**config.mk**
```make
export PLATFORM = sky130hd
export DESIGN_NAME = mu0_multicycle_sequencer
export DESIGN_NICKNAME = d
export VERILOG_FILES = /design/src/rtl/mu0_multicycle_sequencer.sv
export SDC_FILE = /design/constraint.sdc
export NUM_CORES = 1
export LEC_CHECK = 0
export ABC_CLOCK_PERIOD_IN_PS = 3040
export CAP_MARGIN = 0
export CORE_MARGIN = 2
export CORE_UTILIZATION = 40
export DETAILED_ROUTE_END_ITERATION = 8
export MAX_ROUTING_LAYER = met4
export PLACE_DENSITY = 0.76
export SYNTH_ARGS = -nofsm -noshare
export SYNTH_HDL_FRONTEND = slang
export SYNTH_SLANG_ARGS = --single-unit
export TNS_END_PERCENT = 5
```
**constraint.sdc**
```tcl
create_clock -name clk -period 3.04 [get_ports clk]
set_clock_uncertainty 0.2 [all_clocks]
set_input_delay 0.608 -clock clk [delete_from_list [all_inputs] [get_ports clk]]
set_output_delay 0.608 -clock clk [all_outputs]
set_load 0.03 [all_outputs]
```
**src/rtl/mu0_multicycle_sequencer.sv**
```systemverilog
// MU0 multi-cycle instruction sequencer: one-hot mode decode, per-mode
// execute length, extra-cycle hold, stall freeze and done/err handshake.
module mu0_multicycle_sequencer #(
    parameter int NUM_MODES = 3,
    parameter int CYCLE_W   = 4,
    parameter int STATE_W   = 3
) (
    input  logic                           clk,
    input  logic                           rst_n,
    input  logic                           start,
    input  logic [NUM_MODES-1:0]           mode_sel,
    input  logic [NUM_MODES*CYCLE_W-1:0]   mode_len,
    input  logic                           extra,
    input  logic                           stall,
    output logic [STATE_W-1:0]             state,
    output logic [NUM_MODES-1:0]           mode_q,
    output logic [CYCLE_W-1:0]             cnt,
    output logic                           busy,
    output logic                           done,
    output logic                           err
);

    typedef enum logic [STATE_W-1:0] {
        IDLE   = STATE_W'(0),
        DECODE = STATE_W'(1),
        EXEC   = STATE_W'(2),
        FINISH = STATE_W'(3)
    } state_e;

    state_e               state_q;
    state_e               state_d;
    logic [NUM_MODES-1:0] mode_d;
    logic [CYCLE_W-1:0]   cnt_q;
    logic [CYCLE_W-1:0]   cnt_d;
    logic                 busy_q;
    logic                 busy_d;
    logic                 done_q;
    logic                 done_d;
    logic                 err_q;
    logic                 err_d;

    logic                 sel_none;
    logic                 sel_multi;
    logic [CYCLE_W-1:0]   sel_len;
    logic [CYCLE_W-1:0]   sel_load;

    // Classify mode_sel (none / one / several) and pick the selected length
    always_comb begin
        sel_none  = 1'b1;
        sel_multi = 1'b0;
        sel_len   = '0;
        for (int i = 0; i < NUM_MODES; i++) begin
            if (mode_sel[i]) begin
                if (!sel_none) begin
                    sel_multi = 1'b1;
                end
                sel_none = 1'b0;
                sel_len  = sel_len | mode_len[i*CYCLE_W +: CYCLE_W];
            end
        end
    end

    // A zero length runs as a single execute cycle
    assign sel_load = (sel_len == '0) ? '0 : (sel_len - CYCLE_W'(1));

    // Next-state, counter and mode-latch logic
    always_comb begin
        state_d = state_q;
        mode_d  = mode_q;
        cnt_d   = cnt_q;
        err_d   = 1'b0;
        case (state_q)
            IDLE: begin
                if (start) begin
                    state_d = DECODE;
                end
            end
            DECODE: begin
                if (sel_multi) begin
                    state_d = IDLE;
                    mode_d  = '0;
                    err_d   = 1'b1;
                end else if (!sel_none) begin
                    state_d = EXEC;
                    mode_d  = mode_sel;
                    cnt_d   = sel_load;
                end else if (extra) begin
                    state_d = EXEC;
                    mode_d  = '0;
                    cnt_d   = '0;
                end else begin
                    state_d = FINISH;
                    mode_d  = '0;
                end
            end
            EXEC: begin
                if (cnt_q != '0) begin
                    cnt_d = cnt_q - CYCLE_W'(1);
                end else if (!extra) begin
                    state_d = FINISH;
                end
            end
            FINISH: begin
                state_d = IDLE;
                mode_d  = '0;
            end
            default: begin
                state_d = IDLE;
                mode_d  = '0;
                cnt_d   = '0;
            end
        endcase
        done_d = (state_d == FINISH);
        busy_d = (state_d != IDLE);
    end

    // State and registered outputs; reset beats stall, stall freezes all
    always_ff @(posedge clk) begin
        if (!rst_n) begin
            state_q <= IDLE;
            mode_q  <= '0;
            cnt_q   <= '0;
            busy_q  <= 1'b0;
            done_q  <= 1'b0;
            err_q   <= 1'b0;
        end else if (!stall) begin
            state_q <= state_d;
            mode_q  <= mode_d;
            cnt_q   <= cnt_d;
            busy_q  <= busy_d;
            done_q  <= done_d;
            err_q   <= err_d;
        end
    end

    assign state = state_q;
    assign cnt   = cnt_q;
    assign busy  = busy_q;
    assign done  = done_q;
    assign err   = err_q;

endmodule

```
# Word-level counts from Yosys, hierarchy flattened

Cells that the tools add are included.

Flip-flop bits (word level): 13
Latch bits: 0
Memory bits (writable): 0
Memory bits (read-only): 0
Output and inout port bits: 13
Word-level logic and storage cells: 56
Memories kept: 0

Add/sub/neg operators: 2
Multipliers: 0
Div/mod/pow operators: 0
Order comparisons: 0
Equal/unequal tests: 7
Shift operators: 0
Mux-type cells: 28
Bitwise gates (word level): 5
Reduce and logical (&&, ||, !) cells: 8

Operators by type and width:

| kind                                                 | count |
|---|---|
| 2-to-1 mux 4 bit                                     | 8 |
| 2-to-1 mux 3 bit                                     | 5 |
| one-hot mux 4 bit (3 select lines)                   | 1 |
| 2-to-1 mux 1 bit                                     | 11 |
| equality test 3 x 2 -> 1 bit (second input constant) | 3 |
| one-hot mux 3 bit (3 select lines)                   | 1 |
| OR 4 bit                                             | 2 |
| subtractor 4 x 1 -> 4 bit (second input constant)    | 2 |
| one-hot mux 3 bit (2 select lines)                   | 1 |
| AND reduction 5 bit                                  | 1 |
| zero test 4 bit                                      | 1 |
| inequality test 2 bit (second input constant)        | 2 |
| nonzero test 4 bit                                   | 1 |
| OR reduction 2 bit                                   | 2 |
| equality test 3 x 1 -> 1 bit (second input constant) | 1 |
| zero test 3 bit                                      | 1 |
| inequality test 3 bit (second input constant)        | 1 |
| inverter 1 bit                                       | 3 |
| nonzero test 3 bit                                   | 1 |
| 2-to-1 mux 2 bit                                     | 1 |
| AND reduction 2 bit                                  | 1 |

# Logic depth before layout (Yosys ltp)

Gate-level depths: netlist of the first run.

Word-level depth: 10
Gate-level depth with buffers: 7

# Least setup slack after synthesis of the first run

OpenSTA, ideal clock, no wires.

Path kind: input -> register
From: in mode_sel[2]
To: reg cnt_q[3], in the netlist cnt[3]
Library setup time: 0.123 ns
Data arrival time: 2.054 ns
Required time: 2.717 ns
Slack: 0.664 ns
Stages: 6
Cells stage by stage: buf_6 maj3_2 or4b_4 a21oi_4 mux2i_1 a31oi_1

Longest elaborated chain between the ends: 6
Elaborated cells between the ends (all ways): 12
Those cells by class: 1 x add/sub; 2 x eq/ne; 7 x mux; 2 x reduce/logical

RTL lines:

| element                                                      | line | RTL |
|---|---|---|
| start, declared                                              | 11   | `input logic [NUM_MODES-1:0] mode_sel,` |
| 2-to-1 mux 4 bit                                             | 53   | `if (mode_sel[i]) begin` |
| subtractor 4 x 1 -> 4 bit or zero test 4 bit (tied branches) | 64   | `assign sel_load = (sel_len == '0) ? '0 : (sel_len - CYCLE_W'(1));` |
| 2-to-1 mux 4 bit                                             | 64   |  |
| 2-to-1 mux 4 bit                                             | 83   | `end else if (!sel_none) begin` |
| 2-to-1 mux 4 bit                                             | 79   | `if (sel_multi) begin` |
| one-hot mux 4 bit (3 select lines)                           | 72   | `case (state_q)` |
| end signal, assigned                                         | 129  | `cnt_q <= cnt_d;` |
| end, declared                                                | 33   | `logic [CYCLE_W-1:0] cnt_q;` |

Several ways; a longest one is shown, not always the timed one. The select of a mux whose other input is x is not followed.
A chain may end at the register's enable or synchronous reset.

# Worst setup path after layout of the first run

From: in mode_sel[0]
To: reg cnt_q[1], in the netlist cnt[1]

Longest elaborated chain between the ends: 10
Elaborated cells between the ends (all ways): 21
Those cells by class: 1 x add/sub; 2 x eq/ne; 14 x mux; 2 x bitwise; 2 x reduce/logical

RTL lines:

| element                                                      | line | RTL |
|---|---|---|
| 2-to-1 mux 4 bit                                             | 53   |  |
| OR 4 bit                                                     | 58   | `sel_len = sel_len \| mode_len[i*CYCLE_W +: CYCLE_W];` |
| 2-to-1 mux 4 bit                                             | 53   |  |
| OR 4 bit                                                     | 58   |  |
| 2-to-1 mux 4 bit                                             | 53   |  |
| subtractor 4 x 1 -> 4 bit or zero test 4 bit (tied branches) | 64   |  |
| 2-to-1 mux 4 bit                                             | 64   |  |
| 2-to-1 mux 4 bit                                             | 83   |  |
| 2-to-1 mux 4 bit                                             | 79   |  |
| one-hot mux 4 bit (3 select lines)                           | 72   |  |

Several ways; a longest one is shown, not always the timed one. The select of a mux whose other input is x is not followed.

==> results.ini, run 1 <==
[outcome]
status = completed

[detailed_routing]
wl_per_cell_um = 13.2
via_count = 862
post_drt_via_cell_ratio = 5.46
dr.pass1.iters = 4
drtIter0Drc = 22
wirelength_mm = 2.09
drc = 0
final_antenna_net_count = 0

[logic_synthesis]
synth_compound_area_frac = 0.251
synthSimpleGateAreaFrac = 0.260
ys_ff_latch = 13
syn_nets = 120
synth_top_family_by_area = simple AND/OR/NAND/NOR gates
syn_area_um2 = 842
synth_cells = 97
yosys.area_share.xor_xnor = 0
synthMuxAreaShare = 0.0490
synth-seq-area-share = 0.309
ys_warn_count = 0
syn_area_per_cell_um2 = 8.68
yosys.cell_types.count = 42
synth_fa_ha_area_frac = 0.0579

[layout]
antenna_cells = 0
mostFrequentLayoutCells = 32 x clkdlybuf4s50_1, 13 x dfxtp_1, 7 x nor2_1, 7 x nand2_1, 6 x nand3_1
stdcell_area_um2 = 1210
final_common_cell = clkdlybuf4s50_1
final_util = 0.609
syn2layout_area_growth_pct = 43.2
drive_gt1_frac = 0.122
fillers = 168
nets = 155

[cts]
post_cts_resized = 0
cts_sinks = 13
hold_buffers = 0
cts_max_level = 1
insertion_delay_ns = 0.28
cts_max_path_buffers = 2
clk_pin_slew_ns = 0.08
cts_setup_buffers = 0
cts_buffers = 3
cts_tree = built
cts_root_buffer = clkbuf_4

[floorplan]
die_y_um = 49.9
io_pins = 33
initial_core_util = 0.425
placementRows = 16
dieArea_um2 = 2490
core_um2 = 1980
die_w_um = 49.9

[worst_setup_path]
worst-setup-path-type = primary input to flop
worstPathMaxFanout = 8
cpMaxStageDelayCell = or4b_4
start_kind = primary input
arrival_ns = 2.50
cp_slowest_stage_delay_ns = 0.54
reg2reg_depth = 5
worstPathRequired_ns = 3.03
setup.worst_path.end_class = flop
cp_cell_sequence = clkdlybuf4s50_1, maj3_2, or4b_4, a21oi_4, o221ai_1, o211a_1

[grt]
grt_util_all_layers = 0.190
grt_max_degree = 13
grt-ovfl-total = 0
grt_pass1_vias = 793
grt_pass1_wl_mm = 3.57
antenna_found_initial = 0

[power]
p_per_area_nw_per_um2 = 324
ir_drop_mv = 0.277
p_total_uw = 391
leakagePower_nw = 0.441

[sta]
slew_headroom = 0.668
fmax_ghz = 0.398
min_period_ns = 2.51
fin_setup_tns_ns = 0
drv_slew = 0
setup-violations-final = 0
rsz0062_at_grt = no
timing.final.hold_violations = 0
max_slew.worst_pin.slew_ns = 0.499
period_share = 0.826
fin_ws_ns = 0.530

[worst_hold_path]
hold_depth = 2
min_path_type = flop to flop

[place]
place_ws_ns = 0.215
dpl.hpwl_mm = 1.64
placed_area_um2 = 1180
place.gp.congestion = 0.791
portBuffers = 32

[flow_run]
maxCapViolCount = 0

[report_power, final]
group          switching, mW  total, mW  leakage, nW  internal (mW)
Sequential           0.00551      0.180        0.105          0.175
Clock                 0.0576      0.109       0.0150         0.0510
Combinational         0.0472      0.102        0.321         0.0551
Total                  0.110      0.391        0.441          0.281
[logic make-up (layout without fill, tap and decap cells)]
logic type                 after synthesis  count (layout)
adders and majority gates                4               4
DFF                                     13              13
AOI/OAI and AO/OA                       27              27
buffers and inverters                   10              44
muxes                                    4               4
and+or+nand+nor                         39              39
[cells in the mapped netlist]
library cell | n | area share
a32oi_1 | 1 | 0.010
a21oi_1 | 4 | 0.024
mux2_2 | 1 | 0.013
or3b_2 | 2 | 0.021
o21a_1 | 1 | 0.0089
a21oi_4 | 1 | 0.019
a32o_1 | 1 | 0.012
nand4_1 | 1 | 0.0074
nor2b_1 | 1 | 0.0074
clkbuf_1 | 2 | 0.0089
nor2_1 | 7 | 0.031
or2_2 | 1 | 0.0074
dfxtp_1 | 13 | 0.31
o21ai_0 | 3 | 0.018
a222oi_1 | 4 | 0.048
buf_2 | 1 | 0.0059
a21o_1 | 1 | 0.0089
nand3b_1 | 2 | 0.018
or3_1 | 1 | 0.0074
a22oi_1 | 2 | 0.018
nor3b_1 | 2 | 0.018
nor4b_1 | 1 | 0.010
buf_6 | 3 | 0.040
o211a_1 | 1 | 0.012
a31o_2 | 1 | 0.010
nand2b_1 | 2 | 0.015
nor3_1 | 2 | 0.012
nor4_1 | 1 | 0.0074
mux2i_1 | 3 | 0.036
inv_1 | 4 | 0.018
a31oi_1 | 2 | 0.015
nand2_1 | 7 | 0.031
nand3_1 | 6 | 0.036
o21ba_2 | 1 | 0.012
a21boi_0 | 1 | 0.0089
or4b_4 | 1 | 0.016
o221ai_1 | 1 | 0.010
maj3_2 | 1 | 0.013
and3_1 | 2 | 0.015
a211oi_1 | 1 | 0.0089
ha_1 | 3 | 0.045
o22ai_1 | 1 | 0.0074
[flip-flops by register name (all words and copies together) (netlist names)]
| register | count |
|---|---|
| busy | 1 |
| cnt | 4 |
| done | 1 |
| err | 1 |
| mode_q | 3 |
| state | 3 |
[worst max-delay path, delay by kind of cell]
family,cells,cell delay (ns)
AO/OA/AOI/OAI,3,0.57
adder cells (fa/ha/maj),1,0.35
buffers and inverters,1,0.43
AND/OR/NAND/NOR,1,0.54
[worst paths after layout]
path	startpoint	to	slack, ns
max	mode_sel[0]	cnt[1]	0.53
min	mode_q[0]	mode_q[0]	0.25
max reg2reg	state[0]	cnt[1]	1.07
min reg2reg	mode_q[0]	mode_q[0]	0.25
[metal layers]
metal,part of all wire,vias up,track usage
met1,0.44,396,0.213
met4,0.014,0,0.0556
li1,-,438,-
met5,0,-,-
met2,0.50,23,0.327
met3,0.044,5,0.0515
[layout make-up]
cell class	count	area, um2	area share
Sequential cell	13	260	0.216
Inverter	4	15.0	0.0124
Multi-Input combinational cell	74	520	0.432
Timing Repair Buffer	36	350	0.290
Tap cell	27	33.8	0.0280
Clock buffer	4	26.3	0.0218
[metrics by stage]
stage	hold WS [ns]	cells
CTS	0.254	158
detailed placement	0.245	154
global route	0.270	158
floorplan	0.376	97
finish	0.250	158
global placement	0.241	154
Note: power is estimated with default switching activity, not from simulation.
==> run 2: changes to the inputs <==
--- a/config.mk
+++ b/config.mk
@@ -5,10 +5,10 @@
 export SDC_FILE = /design/constraint.sdc
 export NUM_CORES = 1
 export LEC_CHECK = 0
-export ABC_CLOCK_PERIOD_IN_PS = 3040
+export ABC_CLOCK_PERIOD_IN_PS = 2100
 export CAP_MARGIN = 0
 export CORE_MARGIN = 2
-export CORE_UTILIZATION = 40
+export CORE_UTILIZATION = 38
 export DETAILED_ROUTE_END_ITERATION = 8
 export MAX_ROUTING_LAYER = met4
 export PLACE_DENSITY = 0.76
==> constraint.sdc (replaced) <==
create_clock -name clk -period 2.1 [get_ports clk]
set_clock_uncertainty 0.2 [all_clocks]
set_input_delay 0.42 -clock clk [delete_from_list [all_inputs] [get_ports clk]]
set_output_delay 0.42 -clock clk [all_outputs]
set_load 0.03 [all_outputs]
==> results.ini, run 2 (synthesized netlist as in run 1, its figures left out) <==
[detailed_routing]
drtIter0Drc = 32  ; +45%
final_antenna_net_count = 0  ; unchanged
via_count = 900  ; +4.4%
wl_met1_um = 960  ; +3.8%
dr.pass1.iters = 4  ; unchanged
dr_wl_met2_mm = 1.09  ; +4.1%
wl_met3_um = 85  ; -8.6%
wl_per_cell_um = 13.0  ; -2.0%
wirelength_mm = 2.14  ; +2.4%
post_drt_via_cell_ratio = 5.45  ; about the same
drc = 0  ; unchanged
routed.top_layer = met4

[worst_setup_path]
cpLargestDelayFamily = buffers and inverters
setup.worst_path.end_class = output pin
start_kind = flop
path_buf_inv = 1  ; unchanged
cpMaxStageDelayCell = clkdlybuf4s50_1
worstPathRequired_ns = 1.48  ; -1.55 ns
cp_cell_sequence = clkdlybuf4s50_1
cp_slowest_stage_delay_ns = 0.72  ; +0.18 ns
worst-setup-path-type = flop to output pin
worstPathMaxFanout = 6  ; -2
arrival_ns = 1.42  ; -1.08 ns

[floorplan]
core_um2 = 2150  ; +8.4%
placementRows = 17  ; +1
initial_core_util = 0.392  ; -0.0329
die_w_um = 51.1  ; +2.4%
die_y_um = 51.1  ; +2.4%
io_pins = 33  ; unchanged
dieArea_um2 = 2610  ; +4.8%

[layout]
final_common_cell = clkdlybuf4s50_1
nets = 161  ; +3.9%
mostFrequentLayoutCells = 25 x clkdlybuf4s50_1, 13 x dfxtp_1, 10 x buf_4
largest_reg_flops = 4  ; unchanged
drive_gt1_frac = 0.197  ; +0.0749
final_util = 0.581  ; -0.0273
fin_cells = 165  ; +4.4%
syn2layout_area_growth_pct = 48.3
stdcell_area_um2 = 1250  ; +3.5%
antenna_cells = 0  ; unchanged

[sta]
rsz0062_at_grt = yes
setup-violations-final = 0  ; unchanged
min_period_ns = 2.04
slew_headroom = 0.723  ; +0.0553
fin_setup_tns_ns = 0  ; unchanged
period_share = 0.970
drv_slew = 0  ; unchanged
max_slew.worst_pin.slew_ns = 0.410  ; -0.0887 ns
fmax_ghz = 0.491
hold_slack_ns = 0.254  ; +0.00373 ns
timing.final.hold_violations = 0  ; unchanged

[outcome]
status = completed

[cts]
cts_tree = built
cts_root_buffer = clkbuf_4
insertion_delay_ns = 0.28  ; about the same
cts_max_path_buffers = 2  ; unchanged
cts_setup_buffers = 0  ; unchanged
hold_buffers = 0  ; unchanged
cts_max_level = 1  ; unchanged
cts_sinks = 13  ; unchanged
clk_pin_slew_ns = 0.08  ; about the same
cts_buffers = 3  ; unchanged

[grt]
grt_max_degree = 13  ; unchanged
grt-ovfl-total = 0  ; unchanged
grt_pass1_vias = 821  ; +3.5%
grt_pass1_wl_mm = 3.49  ; -2.1%
antenna_found_initial = 0  ; unchanged
grt_util_all_layers = 0.183  ; -0.00615

[place]
dp_cells = 161  ; +4.5%
place.gp.congestion = 0.872  ; +10%
placed_area_um2 = 1230  ; +3.9%
dpl.hpwl_mm = 1.73  ; +5.6%
portBuffers = 32  ; unchanged

[power]
p_per_area_nw_per_um2 = 460  ; +42%
ir_drop_mv = 0.316  ; +14%
pwr-share-clk = 0.271  ; -0.007
sw_frac_of_total = 0.282  ; about the same
power.net_switching_uw = 162  ; +47%
p_seq_frac = 0.452  ; -0.009
comb_power_share = 0.277  ; +0.015
leakagePower_nw = 0.507  ; +15%
p_int_uw = 413  ; +47%

[flow_run]
maxCapViolCount = 0  ; unchanged

[worst_hold_path]
min_path_type = flop to flop

run 2: cell types whose count changed in the layout (fill, tap and decap cells not counted), sizes merged:
cell,before,now
buf,4,10
dlygate4sd2,0,2
dlymetal6s2s,0,2
clkbuf,4,7
clkdlybuf4s50,32,25
run 2: final cells by class:
class	count	area, um2
Clock buffer	4	26.3
Fill cell	207	900
Inverter	4	15.0
Multi-Input combinational cell	74	529
Sequential cell	13	260
Tap cell	28	35.0
Timing Repair Buffer	42	383
run 2: repair_timing:
item,4_1_cts,5_1_grt
gates resized for setup,5,10
pin swaps,3,5
setup endpoints to repair,9,4
run 2: per-layer routing:
| layer | GRT usage | vias to the layer above |
|---|---|---|
| met3 | 0.0643 | 2 |
| met1 | 0.207 | 427 |
| li1 | - | 451 |
| met5 | - | - |
| met2 | 0.312 | 20 |
| met4 | 0.0405 | 0 |
run 2: metrics by stage:
stage	setup slack (ns)	power [mW]
final	0.0630	0.575
after global routing	-0.0110	0.605
after CTS	-0.00705	0.577
after detailed placement	-0.488	0.426
after global placement	-0.437	0.423
after floorplan	-0.0717	0.351
run 2: power by group through the flow:
stage	Clock [mW]	Sequential, mW	Combinational (mW)
after detailed placement	0	0.266	0.160
after CTS	0.159	0.260	0.157
final	0.156	0.260	0.159
after global routing	0.171	0.262	0.172
after global placement	0	0.266	0.157
after floorplan	0	0.276	0.0749
run 2: final timing paths:
| check | slack (ns) | from | cells after the start | endpoint |
|---|---|---|---|---|
| max | 0.06 | cnt[3] | 1 | cnt[3] |
| min | 0.25 | mode_q[0] | 2 | mode_q[0] |
| min reg2reg | 0.25 | mode_q[0] | 2 | mode_q[0] |
| max reg2reg | 0.16 | cnt[0] | 7 | cnt[3] |
==> variant 1, RTL diff (settings of run 1) <==
`NUM_MODES`: 3 -> 6.
--- a/src/rtl/mu0_multicycle_sequencer.sv
+++ b/src/rtl/mu0_multicycle_sequencer.sv
@@ -2,5 +2,5 @@
 // execute length, extra-cycle hold, stall freeze and done/err handshake.
 module mu0_multicycle_sequencer #(
-    parameter int NUM_MODES = 3,
+    parameter int NUM_MODES = 6,
     parameter int CYCLE_W   = 4,
     parameter int STATE_W   = 3
Interface: changed (resized mode_len, mode_q and mode_sel); port bits go from 33 to 51. The function was not compared with the original's and may differ.
==> variant 1 against run 1 <==
Sequential cell count up 3; non-clock buffer count grew 21; synthesized cell count grew 46%; worst setup slack got worse by 170 ps; count of clock-buffer cells in the layout stayed put; area after synthesis increased by 46%; highest routed layer unchanged; design area is 46% higher; largest cell class unchanged; power is 36% higher; routed wire length increased by 59%.
==> variant 1: results (changes against run 1) <==
Outcome: completed
Max FO, Critical Path: 7 (-1)
Port buffer count: 50 (+56%)
Seq/Total Area, Yosys: 26.1% (-4.8 points)
Reg-to-reg endpoint: cnt[0]
Clk Latency, worst-skew pair: 280 ps (about the same)
Total number of vias: 1295 (+50%)
Layout Nets: 232 (+50%)
Synth Area in Compound Gates: 31.0% (+5.9 points)
Post-synth ARST share: 0% (unchanged)
Crit path max-delay family: compound AO/OA/AOI/OAI gates
H-tree levels: 1 (unchanged)
Crit-path slowest cell: clkdlybuf4s50_1
Count of warnings emitted by yosys: 0 (unchanged)
Share of cells above drive strength 1: 14.6% (+2.4 points)
Final Wtd Congestion: 0.820 (+3.7%)
CTS Buf Count: 3 (unchanged)
HPWL after DPL: 2.67 mm (+63%)
Max VDD drop: 251 uV (-9.4%)
Reg clk slew, reported paths: 90 ps
Initial antenna violation count: 0 (unchanged)
Min-Delay Path Class: flip-flop to flip-flop
DRT iter0 DRCs: 31 (+41%)
Detailed-route wire length per cell: 14.8 um (+12%)
Critical Path AT: 2660 ps (+160 ps)
Max reg flops: 6 (+2)
DIE WIDTH: 59.4 um (+19%)
Yosys cell types: 50 (+19%)
Worst Hold End: mode_q[2]
First-pass GRT wire length: 5.34 mm (+50%)
Post-Synth Adder-Cell Area: 4.08% (-1.7 points)
Clk root buf: clkbuf_4
R2R depth: 7 (+2)
HP Start: mode_q[2]
Post-CTS Setup Inserts: 0 (unchanged)
Total global routing track utilization: 20.2% (+1.2 points)
Max Root-Sink Buffers: 2 (unchanged)
Worst Max-Slew Pin Slew: 635 ps (+136 ps)
Drt pass-1 iters: 4 (unchanged)
Commonest cells in the netlist: dfxtp_1 (16), a22oi_1 (12), nand2_1 (12)
Diodes inserted: 0 (unchanged)
R2R Setup Slk: 740 ps (-330 ps)
Multiplexer share of the synthesized area: 0% (-4.9 points)
Lkg Pwr: 0.650 nW (+47%)
Xor/xnor share of the synthesized area: 0% (unchanged)
FF-to-FF Start: cnt[0]
Resized cells post-CTS: 0 (unchanged)
Largest cells by area after synthesis: dfxtp_1 (26%), a22oi_1 (7.3%), ha_1 (4.1%), nand3_1 (4.1%), nand2_1 (3.7%)
Crit path largest cell delay: 550 ps
Synthesized Nets: 181 (+51%)
Worst Hold Path Cells: 2 (unchanged)
Largest Register: mode_q
Largest net degree at the start of global routing: 19 (+6)
variant 1: logic make-up after synthesis:
| logic type | count (synthesis) |
|---|---|
| buffers and inverters | 16 |
| DFF | 16 |
| and+or+nand+nor | 59 |
| adders and majority gates | 4 |
| AOI/OAI and AO/OA | 47 |
variant 1: how the worst max path moves through the flow:
stage                           start  endpoint
after detailed placement  mode_sel[3]    cnt[0]
after CTS                 mode_sel[0]    cnt[0]
after global routing      mode_sel[0]    cnt[0]
final                     mode_sel[3]    cnt[0]
after global placement    mode_sel[3]    cnt[3]
after floorplan           mode_sel[2]    cnt[0]
variant 1: metal layers:
metal	up-vias	wire, um	track usage (%)
li1	646	-	-
met1	601	1430	23.7
met2	43	1590	34.7
met3	5	277	4.59
met4	0	31	4.87
met5	-	0	-
variant 1: where the power goes:
group	switching [mW]	total [mW]	internal (mW)
combinational	0.0821	0.172	0.0894
clock	0.0645	0.137	0.0729
sequential	0.00693	0.222	0.216
total	0.154	0.531	0.378
variant 1: final cells by class:
class	count	area [um^2]
Tap cell	33	41.3
Sequential cell	16	320
Clock buffer	4	36.3
Fill cell	266	1220
Timing Repair Buffer	57	553
Inverter	5	18.8
Multi-Input combinational cell	110	792
variant 1: tightest hold or removal path, stage by stage (launching register included):
cell and delay, ps:
dfxtp_1 320, nand2_1 40, a21boi_0 60
variant 1: per-stage QoR:
stage | worst slack [ps] | util (%) | cell area [um^2] | std cells | hold slack, ps
finish | 361 | 59.2 | 1760 | 225 | 266
global route | 242 | 59.2 | 1760 | 225 | 316
CTS | 338 | 59.2 | 1760 | 225 | 273
detailed placement | 79.1 | 57.9 | 1730 | 221 | 259
global placement | 130 | 57.9 | 1730 | 221 | 256
floorplan | 698 | - | 1230 | 142 | 385
==> variant 2, RTL diff (settings of run 1) <==
Without the edit above. Make the reset (`rst_n`) asynchronous in one clocked block.
--- a/src/rtl/mu0_multicycle_sequencer.sv
+++ b/src/rtl/mu0_multicycle_sequencer.sv
@@ -116,5 +116,5 @@
 
     // State and registered outputs; reset beats stall, stall freezes all
-    always_ff @(posedge clk) begin
+    always_ff @(posedge clk or negedge rst_n) begin
         if (!rst_n) begin
             state_q <= IDLE;
Formal check against the unedited RTL: differs if rst_n is asserted again (counterexample within 4 cycles, from zero or initial values and one cycle with rst_n low); with rst_n held inactive, the same outputs for 10 cycles.
==> variant 2 against run 1 <==
Global-route usage shrank 0.30 points; routed wire length is 0.43% lower; design area fell by 0.73%; area after synthesis increased by 0.89%; maximum frequency fell by 4.9%; sequential cell count is the same; worst setup slack worse by 130 ps; die area is 0.82% higher; largest cell class unchanged.
Power is not compared: it rests on default switching activity, and its combinational part moved more than twofold at a synthesized area within 25%.
==> variant 2: results (changes against run 1) <==
Drt pass-1 iters: 4 (unchanged)
Largest cells by area after synthesis: dfrtp_1 (38%), a222oi_1 (4.7%), ha_1 (4.4%), nor2_1 (4.4%), o21ai_0 (3.5%)
Synthesized Nets: 112 (-6.7%)
Lkg Pwr: 0.483 nW
Worst Max-Slew Pin Slew: 620 ps (+121 ps)
Max FO, Critical Path: 10 (+2)
Fillers: 162 (-3.6%)
Crit path largest cell delay: 570 ps (+30 ps)
Detailed-route wire length per cell: 14.3 um (+7.8%)
FF-to-FF Start: cnt[0]
Syn Area/Cell: 9.55 um^2 (+10%)
Initial antenna violation count: 0 (unchanged)
Vias in the first global route: 793 (unchanged)
Setup WS pre-CTS: 138 ps (-77.4 ps)
Reg clk slew, reported paths: 90 ps
Port buffer count: 32 (unchanged)
Largest net degree at the start of global routing: 15 (+2)
Post-CTS Setup Inserts: 0 (unchanged)
HP Start: mode_q[1]
Critical Path AT: 2580 ps (+80 ps)
Diodes inserted: 0 (unchanged)
Post-route insts no fill: 146 (-7.6%)
H-tree levels: 1 (unchanged)
DRT iter0 DRCs: 32 (+45%)
Commonest cells in the netlist: dfrtp_1 (13), nor2_1 (10), o21ai_0 (6)
Clk root buf: clkbuf_4
Yosys cell types: 38 (-9.5%)
Critical path origin: mode_sel[0]
Max VDD drop: 446 uV
Max Root-Sink Buffers: 2 (unchanged)
Share of cells above drive strength 1: 8.40% (-3.8 points)
Seq/Total Area, Yosys: 38.3% (+7.4 points)
Inst Count DP: 142 (-7.8%)
Clk Latency, worst-skew pair: 270 ps
Final Wtd Congestion: 0.865 (+9.3%)
HPWL after DPL: 1.55 mm (-5.5%)
Count of warnings emitted by yosys: 0 (unchanged)
Crit-path slowest cell: clkdlybuf4s50_1
Min-Delay Path Class: flip-flop to flip-flop
Max reg flops: 4 (unchanged)
First-pass GRT wire length: 3.53 mm (-1.2%)
Crit path max-delay family: compound AO/OA/AOI/OAI gates
Max Slew Vio Count: 0 (unchanged)
CTS Buf Count: 3 (unchanged)
Total global routing track utilization: 18.7% (-0.30 points)
Total number of vias: 808 (-6.3%)
Post-synth ARST share: 100% (+100 points)
Resized cells post-CTS: 0 (unchanged)
Outcome: completed
==> variant 2: final cells by class <==
type,instances,area (um^2),share of cell area [%]
multi-input cells,66,477,39.8
flip-flops and latches,13,325,27.2
repair buffers,32,320,26.8
well taps,27,33.8,2.82
clock buffers,4,26.3,2.19
inverters,4,15.0,1.25
==> variant 2: metal layers <==
layer | part of all wire, % | GRT usage (%) | wire (um) | vias up
met5 | 0 | - | 0 | -
met4 | 1.9 | 6.94 | 40 | 0
met3 | 3.3 | 3.03 | 68 | 4
met2 | 51 | 29.8 | 1060 | 18
met1 | 44 | 23.5 | 919 | 391
li1 | - | - | - | 395
==> variant 2: path summary, 6_finish.rpt <==
check / slack, ps / cells after the start / endpoint
worst max-delay path: 400 / 7 / cnt[1]
worst max register to register: 910 / 7 / cnt[3]
worst min-delay path: 290 / 2 / mode_q[1]
worst min register to register: 290 / 2 / mode_q[1]
max in group asynchronous: 1750 / 1 / cnt[2]
min in group asynchronous: 490 / 1 / mode_q[1]
==> variant 2: where the power goes <==
part / switching [mW] / internal [mW] / leakage (nW) / total, mW
logic: 0.210 / 0.166 / 0.300 / 0.377
clock network: 0.0592 / 0.0507 / 0.0150 / 0.110
registers: 0.0449 / 0.214 / 0.168 / 0.259
total: 0.314 / 0.432 / 0.483 / 0.746
==> variant 2: through the flow <==
stage	utilization, %	power, mW	area, um^2
after global routing	60.4	0.804	1200
after detailed placement	59.1	0.637	1170
after floorplan	-	0.487	850
after CTS	60.4	0.749	1200
after global placement	59.1	0.625	1170
final	60.4	0.746	1200
==> variant 2: cells by family after synthesis <==
kind of cell | Yosys count | share of synthesized area [%]
xor+xnor | 1 | 1.03
compound gates | 29 | 26.8
fa+ha+maj | 4 | 5.74
buf+inv | 10 | 5.60
simple gates | 32 | 22.5
flops | 13 | 38.3
